$ cat src/rtl/ipv4_header_update.sv
`default_nettype none
// ============================================================================
// Module : ipv4_header_update
// Brief  : Patches TTL/checksum of IPv4 header beats; marks bad or expired packets for drop
// Rev    : 1.0
// ============================================================================
module ipv4_header_update #(
   parameter int C_M_AXIS_DATA_WIDTH  = 256,
   parameter int C_S_AXIS_DATA_WIDTH  = 256,
   parameter int C_M_AXIS_TUSER_WIDTH = 128,
   parameter int C_S_AXIS_TUSER_WIDTH = 128,
   parameter int DST_PORT_POS         = 24
) (
   input  logic                               AXI_ACLK,
   input  logic                               AXI_RESET,
   input  logic [C_S_AXIS_DATA_WIDTH-1:0]     S_AXIS_TDATA,
   input  logic [C_S_AXIS_DATA_WIDTH/8-1:0]   S_AXIS_TSTRB,
   input  logic [C_S_AXIS_TUSER_WIDTH-1:0]    S_AXIS_TUSER,
   input  logic                               S_AXIS_TVALID,
   input  logic                               S_AXIS_TLAST,
   output logic                               S_AXIS_TREADY,
   output logic [C_M_AXIS_DATA_WIDTH-1:0]     M_AXIS_TDATA,
   output logic [C_M_AXIS_DATA_WIDTH/8-1:0]   M_AXIS_TSTRB,
   output logic [C_M_AXIS_TUSER_WIDTH-1:0]    M_AXIS_TUSER,
   output logic                               M_AXIS_TVALID,
   output logic                               M_AXIS_TLAST,
   input  logic                               M_AXIS_TREADY,
   input  logic [31:0]                        checksum_in,
   input  logic                               checksum_in_valid,
   output logic [31:0]                        bad_csum_count,
   output logic [31:0]                        ttl_expired_count,
   output logic                               csum_overrun
);

   localparam int DEPTH = 4;
   localparam int DW    = C_S_AXIS_DATA_WIDTH;
   localparam int KW    = C_S_AXIS_DATA_WIDTH / 8;
   localparam int UW    = C_S_AXIS_TUSER_WIDTH;

   typedef enum logic [1:0] {
      HDR_WAIT = 2'd0,
      HDR_SEND = 2'd1,
      BODY     = 2'd2
   } state_t;

   state_t state, state_next;

   logic [DW-1:0] fifo_data [DEPTH];
   logic [KW-1:0] fifo_strb [DEPTH];
   logic [UW-1:0] fifo_user [DEPTH];
   logic          fifo_last [DEPTH];
   logic [1:0]    wr_ptr, rd_ptr;
   logic [2:0]    count;
   logic          empty, nearly_full, wr_en, rd_en;

   logic [DW-1:0] head_data, hdr_data;
   logic [KW-1:0] head_strb;
   logic [UW-1:0] head_user, hdr_user;
   logic          head_last;

   logic [31:0]   hold_sum;
   logic          hold_full, hdr_xfer, out_valid;

   logic [15:0]   ethertype, hdr_csum, fold, csum_new;
   logic [7:0]    ver_ihl, ttl;
   logic [16:0]   fold1, csum_inc;
   logic          is_ipv4, csum_good, ttl_expired, drop, update;

   // Fall-through FIFO: the head entry is visible the cycle after it is written.
   assign empty         = (count == 3'd0);
   assign nearly_full   = (count >= 3'(DEPTH - 1));
   assign S_AXIS_TREADY = !nearly_full;
   assign wr_en         = S_AXIS_TVALID && !nearly_full;
   assign rd_en         = out_valid && M_AXIS_TREADY;

   always_ff @(posedge AXI_ACLK) begin
      if (wr_en) begin
         fifo_data[wr_ptr] <= S_AXIS_TDATA;
         fifo_strb[wr_ptr] <= S_AXIS_TSTRB;
         fifo_user[wr_ptr] <= S_AXIS_TUSER;
         fifo_last[wr_ptr] <= S_AXIS_TLAST;
      end
   end

   always_ff @(posedge AXI_ACLK) begin
      if (AXI_RESET) begin
         wr_ptr <= 2'd0;
         rd_ptr <= 2'd0;
         count  <= 3'd0;
      end else begin
         if (wr_en) wr_ptr <= wr_ptr + 2'd1;
         if (rd_en) rd_ptr <= rd_ptr + 2'd1;
         case ({wr_en, rd_en})
            2'b10:   count <= count + 3'd1;
            2'b01:   count <= count - 3'd1;
            default: count <= count;
         endcase
      end
   end

   assign head_data = fifo_data[rd_ptr];
   assign head_strb = fifo_strb[rd_ptr];
   assign head_user = fifo_user[rd_ptr];
   assign head_last = fifo_last[rd_ptr];

   assign ethertype = head_data[159:144];
   assign ver_ihl   = head_data[143:136];
   assign ttl       = head_data[79:72];
   assign hdr_csum  = head_data[63:48];

   assign is_ipv4     = (ethertype == 16'h0800) && (ver_ihl == 8'h45);
   assign fold1       = {1'b0, hold_sum[31:16]} + {1'b0, hold_sum[15:0]};
   assign fold        = fold1[15:0] + {15'd0, fold1[16]};
   assign csum_good   = (fold == 16'hFFFF);
   assign ttl_expired = (ttl <= 8'd1);
   // Decrementing TTL lowers the header sum by 0x0100, so the stored complement rises by it.
   assign csum_inc    = {1'b0, hdr_csum} + 17'h00100;
   assign csum_new    = csum_inc[15:0] + {15'd0, csum_inc[16]};
   assign drop        = is_ipv4 && (!csum_good || ttl_expired);
   assign update      = is_ipv4 && csum_good && !ttl_expired;

   always_comb begin
      hdr_data = head_data;
      hdr_user = head_user;
      if (update) begin
         hdr_data[79:72] = ttl - 8'd1;
         hdr_data[63:48] = csum_new;
      end
      if (drop) begin
         hdr_user[DST_PORT_POS +: 8] = 8'd0;
      end
   end

   always_comb begin
      state_next = state;
      out_valid  = 1'b0;
      case (state)
         HDR_WAIT: begin
            if (!empty && hold_full) state_next = HDR_SEND;
         end
         HDR_SEND: begin
            out_valid = 1'b1;
            if (M_AXIS_TREADY) state_next = head_last ? HDR_WAIT : BODY;
         end
         BODY: begin
            out_valid = !empty;
            if (!empty && M_AXIS_TREADY && head_last) state_next = HDR_WAIT;
         end
         default: state_next = HDR_WAIT;
      endcase
   end

   always_ff @(posedge AXI_ACLK) begin
      if (AXI_RESET) state <= HDR_WAIT;
      else           state <= state_next;
   end

   assign hdr_xfer      = (state == HDR_SEND) && M_AXIS_TREADY;
   assign M_AXIS_TVALID = out_valid;
   assign M_AXIS_TDATA  = (state == HDR_SEND) ? hdr_data : head_data;
   assign M_AXIS_TUSER  = (state == HDR_SEND) ? hdr_user : head_user;
   assign M_AXIS_TSTRB  = head_strb;
   assign M_AXIS_TLAST  = head_last;

   // A strobe landing on the header-release cycle belongs to the next packet.
   always_ff @(posedge AXI_ACLK) begin
      if (AXI_RESET) begin
         hold_sum     <= 32'd0;
         hold_full    <= 1'b0;
         csum_overrun <= 1'b0;
      end else if (checksum_in_valid) begin
         if (!hold_full || hdr_xfer) hold_sum <= checksum_in;
         else                        csum_overrun <= 1'b1;
         hold_full <= 1'b1;
      end else if (hdr_xfer) begin
         hold_full <= 1'b0;
      end
   end

   always_ff @(posedge AXI_ACLK) begin
      if (AXI_RESET) begin
         bad_csum_count    <= 32'd0;
         ttl_expired_count <= 32'd0;
      end else if (hdr_xfer && is_ipv4) begin
         if (!csum_good) begin
            if (bad_csum_count != 32'hFFFF_FFFF) bad_csum_count <= bad_csum_count + 32'd1;
         end else if (ttl_expired) begin
            if (ttl_expired_count != 32'hFFFF_FFFF) ttl_expired_count <= ttl_expired_count + 32'd1;
         end
      end
   end

endmodule
`default_nettype wire

$ cat config.mk
export PLATFORM = sky130hd
export DESIGN_NAME = ipv4_header_update
export DESIGN_NICKNAME = d
export VERILOG_FILES = /design/src/rtl/ipv4_header_update.sv
export SDC_FILE = /design/constraint.sdc
export NUM_CORES = 1
export LEC_CHECK = 0
export ABC_AREA = 1
export BUFFER_PORTS_ARGS = -buffer_cell sky130_fd_sc_hd__buf_2
export CAP_MARGIN = 20
export CORE_ASPECT_RATIO = 1.25
export CORE_UTILIZATION = 45
export CTS_CLUSTER_DIAMETER = 200
export DETAILED_ROUTE_END_ITERATION = 12
export PLACE_DENSITY = 0.66
export SLEW_MARGIN = 15
export SYNTH_ARGS = -nofsm -noshare
export SYNTH_HDL_FRONTEND = slang
export SYNTH_SLANG_ARGS = --single-unit
$ cat constraint.sdc
create_clock -name AXI_ACLK -period 24.8 [get_ports AXI_ACLK]
set_input_delay 1.24 -clock AXI_ACLK [delete_from_list [all_inputs] [get_ports AXI_ACLK]]
set_output_delay 1.24 -clock AXI_ACLK [all_outputs]
set_load 0.01 [all_outputs]
==> impl_summary.txt, run 1 <==
----------------------------------------------------
[Clock tree]
  Hold-fix buffers at CTS ... 0
  Number of buffers created by CTS ... 170
  CTS tree ... done
  Clock insertion delay at the later pin of the skew report ... 830 ps
  Clock root cell ... clkbuf_16
  H-Tree Level Count ... 4
  Buffers inserted by post-CTS timing repair ... 0
  Resize count post-CTS ... 0
  Max Root-Sink Buffers ... 3
  CTS clock-pin slew for the worst setup and hold paths ... 60 ps
  Sinks on Clock Net ... 1777

[Timing]
  Final Max Slew Viols ... 0
  RSZ-0062 raised after global routing ... false
  Total of endpoints with negative setup slack in the final report ... 0
  Final number of hold-violating endpoints ... 0
  Post-layout minimum cycle time ... 6930 ps
  Maximum clock frequency ... 0.144 GHz
  Slew at the pin closest to its max-slew limit ... 1250 ps
  Layout Skew ... 44.0 ps
  Worst Hold Slack ... 493 ps
  Slew headroom ... 16.8%
  Share of the clock period used by the worst path ... 27.9%
  Setup TNS ... 0 ps

[Synth]
  Number of warning messages in the yosys log ... 0
  Distinct cell type count of the synthesized netlist ... 43
  Synthesized net count ... 5882
  Number of synthesized flops with an enable pin ... 1668
  Synth async-reset ratio ... 0%
  Post-synth design cell area ... 69000 um^2
  Proportion of synthesized chip area in sequential cells ... 75.8%
  Syn Area/Cell ... 12.8 um^2
  Main flop type after synthesis ... edfxtp_1
  Synthesized instance count ... 5392
  Number of register bits inferred by synthesis ... 1777

[Run status]
  Status ... completed

[Setup path]
  Critical Path Max Stage Delay ... 800 ps
  Largest delay share family, worst path ... buffers and inverters
  Cell repeated most along the worst path ... nand2_1
  CP required ... 23560 ps
  Largest fanout on the critical path ... 130
  Crit path DAT ... 5690 ps
  Crit path max-delay cell type ... buf_4
  Worst r2r dst ... ttl_expired_count[19]
  Worst setup SP type ... flop
  Critical Path, Cell by Cell ... inv_8 > buf_4 > o21ai_0 > o22ai_1 > nand2_1 > inv_1 > nand4_1 > nor3_1 > ha_1 > ha_1 > inv_1 > nor3_1 > nand2_1 > nor2_1 > nand3b_1 > nor2_1 > nand2_1 > nand2_1 > nand2_1 > nand2_1 > o21ai_0 > inv_1 > buf_2
  Category of the critical setup timing path ... flop to output pin
  Worst reg-to-reg path cell count ... 28
  R2r startpoint ... hold_sum[0]
  Reg-to-reg setup timing slack ... 20160 ps
  Crit path buf inv count ... 6
  Category of the worst setup path capture point ... output pin

[Min path]
  Capture endpoint of the worst hold path ... rd_ptr[1]
  Hold Crit Class ... flop to flop
  Hold Path Origin ... rd_ptr[1]
  Cells on Worst Hold Path ... 1

[Final layout]
  Fraction of final layout cells with drive strength greater than 1 ... 19.6%
  Most used cells in the layout excluding fill and tap cells ... 1668 x edfxtp_1, 959 x nor2_1, 937 x buf_2
  Area overhead of the layout relative to synthesis ... 17.4%
  Final layout net count ... 6733
  Most common cell after layout, fill and taps aside ... edfxtp_1

[Floorplan]
  Initial Utilization ... 45.3%
  Number of rows in the core area ... 160
  I/O pin count ... 938
  Die extent in y ... 440 um
  Horizontal die dimension ... 352 um
  Core Footprint ... 152000 um^2
  Die outline area ... 155000 um^2

[Pwr]
  Leakage power summed over all cells ... 29.6 nW
  P per Cell Area ... 85.9 nW/um^2
  Max IR drop VDD ... 0.0746 mV

[Global routing]
  Number of antenna violations at the first check in global routing ... 110
  Overflow after GRT ... 0
  Global router's overall resource usage ... 23.8%
  Maximum number of pins on one net before global-route repair ... 248
  Number of global-route vias before repair ... 43600
  Global-route wire length before repair ... 276 mm

[Drt]
  DRC ... 0
  Via density per instance ... 5.45
  Via count of the routed design ... 46100
  Routed wire length per instance ... 22.5 um
  Number of routed nets with antenna violations ... 0
  Initial DRT Pass Iterations ... 6
  Drt total wl ... 190 mm
  Drt initial violations ... 3907

[Place]
  Final HPWL DP ... 121 mm
  Number of buffer cells added on primary ports ... 937
  Final weighted congestion in routability-driven placement ... 0.953

[Flow run]
  Maximum capacitance violations ... 0

----------------------------------------------------
[worst reg2reg max path, delay by kind of cell (launching register included)]
family / cells / cell delay (ps)
and+or+nand+nor: 19 / 2750
AOI/OAI and AO/OA: 3 / 380
adders and majority gates: 3 / 820
buffers and inverters: 3 / 280
DFF: 1 / 330
[power breakdown]
| part | total [mW] | leakage, nW | internal (mW) | switching [mW] |
|---|---|---|---|---|
| logic | 0.898 | 10.8 | 0.254 | 0.645 |
| clock network | 2.50 | 2.63 | 1.38 | 1.12 |
| registers | 3.55 | 16.2 | 3.50 | 0.0434 |
| total | 6.95 | 29.6 | 5.14 | 1.81 |
[cells in the mapped netlist, types with 2 or more instances]
master       n  area (um^2)
nand2_1    531         1990
dfxtp_1    109         2180
xnor2_1      5         43.8
nor3_1      26          130
inv_1      243          912
ha_1        34          425
o21ai_0    787         3940
o21ai_1     22          110
buf_4       13         97.6
buf_2       23          115
nor2_2       4         25.0
o211ai_1     5         37.5
nand3_1    134          671
buf_1       16         60.1
clkbuf_1   252          946
and2_1       2         12.5
mux2i_1      2         20.0
clkinv_1     3         11.3
edfxtp_1  1668        50100
fa_1         2         40.0
a21oi_1     64          320
a32oi_1      7         61.3
nor3_2       3         30.0
or2_2        2         12.5
o21bai_1     8         60.1
o22ai_1    366         2290
nand3_2      2         20.0
nand3b_1     7         52.6
nor4_1       3         18.8
buf_6        4         45.0
or2_0        2         12.5
nand4_1     46          288
nor2_1     963         3610
nor2_4       2         22.5
inv_2        8         30.0
a32o_1       7         70.1
xor2_1       8         70.1
o21a_1       4         30.0
[how the worst max path moves through the flow]
stage                       end           from  slack, ps  cells past startpoint
2_1_floorplan   fifo_data[0][0]  S_AXIS_TVALID       4900                      2
3_3_place_gp   M_AXIS_TDATA[62]           flop      18550                     23
3_5_place_dp   M_AXIS_TDATA[62]           flop      18590                     22
4_1_cts        M_AXIS_TDATA[62]           flop      17710                     22
5_1_grt        M_AXIS_TDATA[62]           flop      17290                     23
6_report       M_AXIS_TDATA[62]           flop      17870                     23
[cell type report]
class / count / area (um^2)
Fill cell: 12600 / 71200
Antenna cell: 54 / 135
Clock buffer: 208 / 4470
Tap cell: 2025 / 2530
Inverter: 254 / 970
Sequential cell: 1777 / 52300
Timing Repair Buffer: 987 / 5160
Clock inverter: 102 / 897
Multi-Input combinational cell: 3053 / 14500
[stage by stage]
| step | cell area, um^2 | utilization (%) | setup slack, ps | cells | power [mW] |
|---|---|---|---|---|---|
| 6_report | 81000 | 53.2 | 17870 | 8460 | 6.95 |
| 5_1_grt | 80900 | 53.2 | 17290 | 8450 | 7.19 |
| 4_1_cts | 80800 | 53.1 | 17710 | 8406 | 6.99 |
| 3_5_place_dp | 75500 | 49.6 | 18590 | 8096 | 4.51 |
| 3_3_place_gp | 75500 | 49.6 | 18550 | 8096 | 4.49 |
| 2_1_floorplan | 69000 | - | 4900 | 5392 | 4.22 |
[per-layer routing]
layer | wire, um | up-vias | global-route usage, %
met5 | 426 | - | 0
met4 | 9160 | 62 | 12.8
met3 | 17000 | 458 | 7.96
met2 | 92700 | 1818 | 38.6
met1 | 70900 | 22500 | 27.9
li1 | - | 21300 | -
[sequential cells by signal (all words and copies together), names as in the netlist, 2 cells and up, named ones only]
name / cells
rd_ptr: 2
fifo_data: 1024
fifo_last: 4
wr_ptr: 2
hold_sum: 32
fifo_strb: 128
state: 2
count: 3
bad_csum_count: 32
ttl_expired_count: 32
fifo_user: 512
[cell families (layout without fill, tap and decap cells)]
family / count (synthesis) / count (layout) / synth area share [%]
DFF: 1777 / 1777 / 75.8
and+or+nand+nor: 1728 / 1728 / 10.0
AOI/OAI and AO/OA: 1274 / 1274 / 10.1
buffers and inverters: 562 / 1551 / 3.21
adders and majority gates: 36 / 36 / 0.675
xor gates and xnor gates: 13 / 13 / 0.165
muxes: 2 / 2 / 0.0290
other: 0 / 54 / 0
No activity file was read; power rests on OpenSTA's default activity.
==> inputs of run 2 (changes only) <==
ABC_AREA = 0   (was 1)
clock period = 7.25 ns   (was 24.8 ns; I/O delays follow)
==> run 2 against run 1 <==
Against the previous run:
- hold slack worse by 390 ps
- clock skew down 5.1 ps
- area after synthesis down 3.2%
- combinational power rose to 2.7 times the previous value
- highest routed layer unchanged
==> impl_summary.txt, run 2 <==
----------------------------------------------------
[Run status]
  Status ... completed

[Timing]
  Slew at the pin closest to its max-slew limit ... 1120 ps
  Final WS setup ... 621 ps
  Final number of hold-violating endpoints ... 0
  Slew headroom ... 25.6%
  RSZ-0062 raised after global routing ... false
  Total of endpoints with negative setup slack in the final report ... 0
  Layout Skew ... 38.9 ps
  Worst Hold Slack ... 103 ps
  Post-layout minimum cycle time ... 6630 ps
  Final Max Slew Viols ... 0
  Setup TNS ... 0 ps
  Share of the clock period used by the worst path ... 91.4%
  Maximum clock frequency ... 0.151 GHz

[Floorplan]
  Number of rows in the core area ... 157
  Core Footprint ... 147000 um^2
  Die extent in y ... 433 um
  Initial Utilization ... 45.5%
  Horizontal die dimension ... 347 um
  Die outline area ... 150000 um^2
  I/O pin count ... 938

[Setup path]
  Largest delay share family, worst path ... compound AO/OA/AOI/OAI gates
  Crit path buf inv count ... 3
  Worst setup SP type ... flop
  Cell repeated most along the worst path ... ha_1
  Crit path DAT ... 6270 ps
  Critical Path Max Stage Delay ... 610 ps
  Category of the worst setup path capture point ... output pin
  Critical Path, Cell by Cell ... ha_1 > inv_1 > fa_1 > nand2b_1 > a21o_1 > a21o_1 > a21boi_0 > o21ai_0 > nand2b_1 > ha_1 > ha_1 > o2111ai_1 > a2111oi_0 > nand2_1 > o32ai_1 > nand3_1 > nor4b_1 > buf_4 > nand2_1 > xnor2_1 > buf_2
  Crit path max-delay cell type ... a2111oi_0
  Largest fanout on the critical path ... 10
  CP required ... 6890 ps
  Category of the critical setup timing path ... flop to output pin

[Place]
  Number of buffer cells added on primary ports ... 937
  Final HPWL DP ... 105 mm
  Setup WS pre-CTS ... 1510 ps
  Final weighted congestion in routability-driven placement ... 0.874

[Global routing]
  Maximum number of pins on one net before global-route repair ... 147
  Number of antenna violations at the first check in global routing ... 32
  Global-route wire length before repair ... 237 mm
  Number of global-route vias before repair ... 37400
  Overflow after GRT ... 0
  Global router's overall resource usage ... 21.3%

[Clock tree]
  Sinks on Clock Net ... 1777
  CTS clock-pin slew for the worst setup and hold paths ... 60 ps
  CTS tree ... done
  H-Tree Level Count ... 4
  Max Root-Sink Buffers ... 3
  Number of buffers created by CTS ... 170
  Resize count post-CTS ... 0
  Clock insertion delay at the later pin of the skew report ... 810 ps
  Hold-fix buffers at CTS ... 452
  Buffers inserted by post-CTS timing repair ... 0
  Clock root cell ... clkbuf_16

[Final layout]
  Final layout net count ... 5055
  Fraction of final layout cells with drive strength greater than 1 ... 35.8%
  Flip-flop count of the largest register, all copies and words added ... 1024
  Area overhead of the layout relative to synthesis ... 25.8%
  Registers with the most flip-flops ... fifo_data: 1024 flops, fifo_user: 512 flops, fifo_strb: 128 flops
  Fillers ... 10900
  Storage element area ... 52300 um^2
  Most common cell after layout, fill and taps aside ... edfxtp_1
  Most used cells in the layout excluding fill and tap cells ... 1668 x edfxtp_1, 936 x buf_2, 452 x dlygate4sd3_1
  Final Core Density ... 57.2%
  Top register by number of flip-flops ... fifo_data
  Footprint of the multi-input gates ... 13900 um^2

[Synth]
  Proportion of synthesized chip area in sequential cells ... 78.3%
  Synthesized instance count ... 3078
  Syn Area/Cell ... 21.7 um^2
  Post-synth design cell area ... 66800 um^2
  Main flop type after synthesis ... edfxtp_1
  Synth async-reset ratio ... 0%
  Top cells by area, synth ... edfxtp_1 75%, mux4_2 14%, dfxtp_1 3.3%
  Area share of the largest cell type after synthesis ... 75.0%
  Number of warning messages in the yosys log ... 0
  Number of register bits inferred by synthesis ... 1777
  Distinct cell type count of the synthesized netlist ... 69
  Synthesized net count ... 3568
  Commonest cells post-synth ... 1668 x edfxtp_1, 413 x mux4_2, 132 x nand2_1, 109 x dfxtp_1, 98 x a21oi_1
  Cell type with the highest aggregate area in the netlist ... edfxtp_1
  Number of synthesized flops with an enable pin ... 1668
  Most common cell in the synthesized netlist ... edfxtp_1

[Pwr]
  Switch share ... 22.8%
  Total power consumption of the routed design ... 23.2 mW
  Leakage power summed over all cells ... 28.4 nW
  Sw Pwr ... 5.28 mW
  Sequential fraction of design power ... 52.1%
  Part of the power in combinational logic ... 10.4%
  Max IR drop VDD ... 0.265 mV
  Clk network pwr share ... 37.5%
  P per Cell Area ... 276 nW/um^2
  Int Pwr ... 17.9 mW

[Drt]
  Via count of the routed design ... 35900
  DRC ... 0
  Routed wire length per instance ... 24.4 um
  Drt total wl ... 162 mm
  Via density per instance ... 5.41
  Number of routed nets with antenna violations ... 0
  Drt initial violations ... 2745
  Initial DRT Pass Iterations ... 8

[Min path]
  Hold Crit Class ... input port to flop

[Flow run]
  Maximum capacitance violations ... 0

----------------------------------------------------
[run 2: logic make-up (layout without fill, tap and decap cells)]
kind of cell / Yosys count / after routing / synth area share (%)
AOI/OAI and AO/OA: 207 / 207 / 1.83
and+or+nand+nor: 416 / 416 / 3.23
DFF: 1777 / 1777 / 78.3
adders and majority gates: 36 / 36 / 0.697
xor gates and xnor gates: 47 / 47 / 0.616
buffers and inverters: 158 / 1780 / 0.940
other: 0 / 22 / 0
muxes: 437 / 437 / 14.4
[run 2: worst paths after layout]
kind                  from                     to  slack [ps]  depth (start not counted)
min          M_AXIS_TREADY              hold_full         100                          4
max           hold_sum[16]       M_AXIS_TDATA[50]         620                         21
min reg2reg   hold_sum[22]           hold_sum[22]         460                          2
max reg2reg   hold_sum[16]  ttl_expired_count[16]        1410                         19
[run 2: tightest hold or removal path: stages]
cell and delay [ps]:
buf_2 140, nand2_1 190, a21oi_1 100, nor2_1 70
[run 2: cell type report]
type / instances / share of cell area, %
Multi-Input combinational cell: 1143 / 16.6
Timing Repair Buffer: 1440 / 11.6
Sequential cell: 1777 / 62.2
Tap cell: 1908 / 2.84
Clock buffer: 219 / 5.44
Antenna cell: 22 / 0.0655
Clock inverter: 88 / 1.07
Inverter: 33 / 0.147
[run 2: power groups by stage]
stage / Sequential [mW] / Combinational [mW] / Clock, mW
5_1_grt: 12.1 / 2.58 / 9.21
3_5_place_dp: 12.3 / 2.22 / 0
3_3_place_gp: 12.3 / 2.21 / 0
2_1_floorplan: 12.4 / 1.21 / 0
6_report: 12.1 / 2.42 / 8.71
4_1_cts: 12.1 / 2.46 / 8.86
[run 2: per-stage QoR]
step           cell area, um^2  instances
6_report                 84000       6630
5_1_grt                  84000       6627
4_1_cts                  83900       6606
3_5_place_dp             73900       5847
3_3_place_gp             73900       5847
2_1_floorplan            66800       3078
[run 2: metal layers]
layer,GRT usage (%),share of wire (%),routed length (um)
met3,6.10,7.6,12400
met5,0,0.067,109
met4,10.2,4.3,6990
met2,36.1,51,82500
met1,25.1,37,60000
